--- config.mk ---
export PLATFORM = sky130hd
export DESIGN_NAME = interrupt_controller
export DESIGN_NICKNAME = d
export VERILOG_FILES = /design/src/rtl/interrupt_controller.sv
export SDC_FILE = /design/constraint.sdc
export NUM_CORES = 1
export LEC_CHECK = 0
export CORE_MARGIN = 2
export CORE_UTILIZATION = 35
export CTS_CLUSTER_DIAMETER = 150
export CTS_CLUSTER_SIZE = 20
export DETAILED_ROUTE_END_ITERATION = 10
export GPL_TIMING_DRIVEN = 0
export PLACE_DENSITY = 0.56
export SETUP_SLACK_MARGIN = 0.15
export SYNTH_ARGS = -nofsm -noshare
export SYNTH_HDL_FRONTEND = slang
export SYNTH_SLANG_ARGS = --single-unit
--- constraint.sdc ---
create_clock -name clk -period 4.47 [get_ports clk]
set_clock_uncertainty 0.15 [all_clocks]
set_input_delay 0.447 -clock clk [delete_from_list [all_inputs] [get_ports clk]]
set_output_delay 0.447 -clock clk [all_outputs]
set_load 0.01 [all_outputs]
--- src/rtl/interrupt_controller.sv ---
// Eight-source edge-triggered interrupt controller: pending/mask registers,
// lowest-index-first priority, vectored handler address and cause word.
module interrupt_controller #(
  parameter int M    = 16,
  parameter int N    = 32,
  parameter int NSRC = 8
) (
  input  logic            clk,
  input  logic            rst,
  input  logic [NSRC-1:0] src,
  input  logic [1:0]      cfgSel,
  input  logic            cfgWE,
  input  logic [M-1:0]    cfgWData,
  output logic [M-1:0]    cfgRData,
  output logic            irq,
  input  logic            turnOffIRQ,
  output logic [N-1:0]    intAddr,
  output logic [M-1:0]    intData
);

  typedef enum logic [1:0] {IDLE, PRESENT, HOLDOFF} state_t;

  state_t          r_state;
  state_t          w_next;
  logic            w_latch;
  logic [NSRC-1:0] r_src_d;
  logic            r_armed;
  logic [NSRC-1:0] r_pend;
  logic [NSRC-1:0] r_mask;
  logic [M-1:0]    r_vlo;
  logic [M-1:0]    r_vhi;
  logic [2:0]      r_idx;
  logic [N-1:0]    r_addr;
  logic [M-1:0]    r_data;

  logic [NSRC-1:0] w_rise;
  logic [NSRC-1:0] w_act;
  logic [NSRC-1:0] w_clr;
  logic [2:0]      w_idx;
  logic            w_ack;
  logic [2*M-1:0]  w_base;
  logic [N-1:0]    w_addr;
  logic [M-1:0]    w_cause;

  // r_armed masks the first cycle after reset so a line already high is not an edge
  assign w_rise = src & ~r_src_d & {NSRC{r_armed}};
  assign w_act  = r_pend & r_mask;
  assign w_ack  = (r_state == PRESENT) && turnOffIRQ;
  assign w_base = {r_vhi, r_vlo};
  assign w_addr = N'(w_base) + (N'(w_idx) << 3);

  always_comb begin
    w_idx = '0;
    for (int i = NSRC - 1; i >= 0; i--) begin
      if (w_act[i]) w_idx = 3'(i);
    end
  end

  always_comb begin
    w_cause       = '0;
    w_cause[15:8] = r_pend;
    w_cause[2:0]  = w_idx;
  end

  always_comb begin
    w_clr = '0;
    if (cfgWE && cfgSel == 2'd1) w_clr = cfgWData[NSRC-1:0];
    if (w_ack) w_clr[r_idx] = 1'b1;
  end

  always_comb begin
    w_next  = r_state;
    w_latch = 1'b0;
    case (r_state)
      IDLE: begin
        if (|w_act) begin
          w_next  = PRESENT;
          w_latch = 1'b1;
        end
      end
      PRESENT: if (turnOffIRQ) w_next = HOLDOFF;
      HOLDOFF: w_next = IDLE;
      default: w_next = IDLE;
    endcase
  end

  always_ff @(posedge clk) begin
    if (!rst) r_state <= IDLE;
    else      r_state <= w_next;
  end

  always_ff @(posedge clk) begin
    if (!rst) begin
      r_src_d <= '0;
      r_armed <= 1'b0;
      r_pend  <= '0;
      r_mask  <= '0;
      r_vlo   <= '0;
      r_vhi   <= '0;
      r_idx   <= '0;
      r_addr  <= '0;
      r_data  <= '0;
    end else begin
      r_src_d <= src;
      r_armed <= 1'b1;
      // a new edge beats any clear landing in the same cycle
      r_pend  <= (r_pend & ~w_clr) | w_rise;
      if (cfgWE && cfgSel == 2'd0) r_mask <= cfgWData[NSRC-1:0];
      if (cfgWE && cfgSel == 2'd2) r_vlo  <= cfgWData;
      if (cfgWE && cfgSel == 2'd3) r_vhi  <= cfgWData;
      if (w_latch) begin
        r_idx  <= w_idx;
        r_addr <= w_addr;
        r_data <= w_cause;
      end
    end
  end

  always_comb begin
    case (cfgSel)
      2'd0:    cfgRData = M'(r_mask);
      2'd1:    cfgRData = M'(r_pend);
      2'd2:    cfgRData = r_vlo;
      default: cfgRData = r_vhi;
    endcase
  end

  assign irq     = (r_state == PRESENT);
  assign intAddr = r_addr;
  assign intData = r_data;

endmodule

==> summary.md <==
| Metric | Value |
|---|---|
| Post-Route WL | `13,400 um` |
| Via/cell ratio | `5.09` |
| Core area | `13,100 um2` |
| Total Neg Setup Slack | `0 ns` |
| CTS tree | `done` |
| Leak | `2.17 nW` |
| Global route total overflow | `0` |
| Post_cts resized | `0` |
| Final Hold Viols | `0` |
| Remaining antenna violation count | `0` |
| Multi-input logic area | `2430 um2` |
| Clock Latency Late Sink | `0.35 ns` |
| Number of global-route vias before repair | `4,007` |
| Max-Slew Margin vs Limit | `0.581` |
| Fraction of the yosys area taken by sequential cells | `0.437` |
| Initial DRC count | `275` |
| Yosys warning total | `0` |
| Layout cells sized above 1 | `0.0969` |
| Root Buffer | `clkbuf_16` |
| # fillers | `1,364` |
| HP Class | `reg -> reg` |
| Clk sinks | `102` |
| # setup viols final | `0` |
| Dpl hpwl | `10,400 um` |
| Initial antenna violation count | `0` |
| VDD IR-drop max | `0.178 mV` |
| 1st-pass router iterations | `5` |
| Die Width | `120 um` |
| Post-synth EDFFs | `0` |
| Area of the mapped netlist | `4680 um2` |
| Area Growth Syn to Fin | `30.5%` |
| Storage cell area | `2040 um2` |
| Ant. Diodes | `0` |
| Largest net degree at the start of global routing | `17` |
| Hold Buf Count CTS | `0` |
| Crit share post-route | `0.728` |
| Crit Path Max Fanout | `10` |
| Slew Viols, Final | `0` |
| Unrepaired setup endpoints after global routing | `false` |
| Core Util, Final | `0.465` |
| Site row count | `42` |
| Synth top area share | `0.437` |
| Synth Register Bits | `102` |
| Max_cap viols | `0` |
| GRT Util Overall | `0.193` |
| Pwr/cell area | `334 nW/um2` |
| I/O Pins | `95` |
| Largest area contributor in the netlist | `dfxtp_1` |
| WL per Instance | `16.3 um` |
| Syn avg cell area | `8.65 um2` |
| Synth top area cells | `dfxtp_1 (44%), nand2_1 (9.1%), a21oi_1 (7.2%), mux4_2 (3.9%), mux2i_1 (3.4%)` |
| DR vias | `4,204` |
| I/O Buffers | `89` |
| Final net count | `679` |
| Top FF cell, synth | `dfxtp_1` |
| Reg2reg path depth | `10` |
| GPL Wtd Cong | `0.859` |
| Height of the die | `120 um` |
| Cells after synthesis | `541` |
| CP arrival | `2.66 ns` |
| DRC viols | `0` |
| Period minus WS final | `3.26 ns` |
| DIE AREA | `14,300 um2` |
| Clock slew at the register clock pins of the worst setup and hold paths | `0.07 ns` |
| Crit path kind | `in -> out` |
| Slew at the pin closest to its max-slew limit | `0.629 ns` |
| Outcome | `finished, final reports clean` |
| Kind of end point of the critical path | `output port` |
| Netlist cell types | `50` |
| Initial core utilization | `0.356` |
| CTS H-Tree Depth | `3` |
| Required time worst endpoint | `3.87 ns` |
| Hold Path Stages | `2` |
| Post-CTS Setup Bufs | `0` |
| Max Clk Rate | `307 MHz` |
| Clock buffer count from CTS | `9` |
| Startpoint class of the critical path | `primary input` |
| Global-route wire length before repair | `21,600 um` |
| Ys async rst share | `0` |
| Clk buf depth | `2` |
-- synth_stat cells, types with 2 or more instances --
master    instances
xor2_1           18
buf_4             6
a31o_2            6
a221oi_1          8
a21oi_2           8
a22oi_1           2
and3_1            7
mux2i_1          16
nand4_1           9
inv_1             9
dfxtp_1         102
a21oi_1          67
nor4_4            2
xnor2_1           9
a211oi_1          5
o21ai_0          22
nand2_1         114
nand3_1          15
ha_1              3
nor3_1            4
and2_1            8
nor2b_1          12
a21o_1            2
clkbuf_1         21
mux4_2            8
a32o_1            2
buf_2            11
nor2_1           23
-- sequential cells by signal, indices dropped and copies added, names as in the netlist --
signal and cells:
intAddr 32, r_vhi 16, r_vlo 16, intData 9
r_mask 8, r_pend 8, r_src_d 8, r_idx 2
r_state 2, r_armed 1
-- through the flow --
step                      total power, mW  setup slack [ns]  instance area [um2]  hold WS (ns)  cells
after detailed placement             1.26              1.19                 5800         0.301    810
after floorplan                      1.13              1.96                 4690         0.292    545
after CTS                            2.06              1.19                 6100         0.311    826
after global placement               1.26              1.20                 5800         0.300    810
after global routing                 2.12              1.05                 6100         0.328    826
final                                2.04              1.21                 6100         0.306    826
-- critical path, cell delays in order --
cell and delay [ns]:
clkdlybuf4s50_1 0.49, buf_2 0.28, buf_2 0.36, mux4_2 0.58
clkdlybuf4s50_1 0.49
-- cell families after synthesis --
| family | Yosys count | synth area share |
|---|---|---|
| DFF | 102 | 0.437 |
| and+or+nand+nor | 204 | 0.207 |
| xor gates and xnor gates | 27 | 0.0506 |
| muxes | 24 | 0.0728 |
| buffers and inverters | 49 | 0.0471 |
| adders and majority gates | 4 | 0.0123 |
| AOI/OAI and AO/OA | 130 | 0.173 |
| other | 1 | 0.000802 |
-- path summary, 6_finish.rpt --
path	start	to	slack [ns]
worst min-delay path	intAddr[2]	intAddr[2]	0.31
worst max-delay path	cfgSel[0]	cfgRData[3]	1.21
worst min register to register	intAddr[2]	intAddr[2]	0.31
worst max register to register	r_pend[7]	intAddr[31]	1.33
-- layout make-up --
class / instances / share of cell area
clock buffers: 11 / 0.0398
repair buffers: 89 / 0.146
flip-flops and latches: 102 / 0.334
multi-input cells: 394 / 0.398
inverters: 10 / 0.00615
well taps: 176 / 0.0361
plain buffers: 39 / 0.0299
clock inverters: 5 / 0.00963
-- cells in the final DEF, fill, tap and decap left out, drive strengths merged, types with 2 or more instances in the layout --
cell | netlist | final
dfxtp | 102 | 102
buf | 18 | 18
inv | 9 | 9
a221oi | 8 | 8
clkbuf | 21 | 32
conb | 1 | 5
mux2i | 16 | 16
a21o | 2 | 2
a22oi | 2 | 2
mux4 | 8 | 8
nor3 | 4 | 4
o21ai | 22 | 22
and3 | 8 | 8
a21oi | 75 | 75
xnor2 | 9 | 9
a31o | 7 | 7
clkdlybuf4s50 | 0 | 89
nor4 | 3 | 3
clkinv | 1 | 3
a211oi | 6 | 6
ha | 3 | 3
and2 | 8 | 8
nor2b | 12 | 12
nand2 | 114 | 114
nor2 | 23 | 23
nand3 | 15 | 15
xor2 | 18 | 18
a32o | 2 | 2
nand4 | 11 | 11
clkinvlp | 0 | 2
-- per-layer routing --
layer,global-route usage,wire length [um],up-vias
met5,0,0,-
met4,0.0566,179,0
met3,0.0366,668,16
met2,0.298,6040,103
met1,0.275,6550,2011
li1,-,-,2074
-- power breakdown --
part | internal [mW] | switching, mW
sequential | 0.951 | 0.0417
combinational | 0.124 | 0.125
clock | 0.450 | 0.348
total | 1.52 | 0.515
No activity file was read; power rests on OpenSTA's default activity.
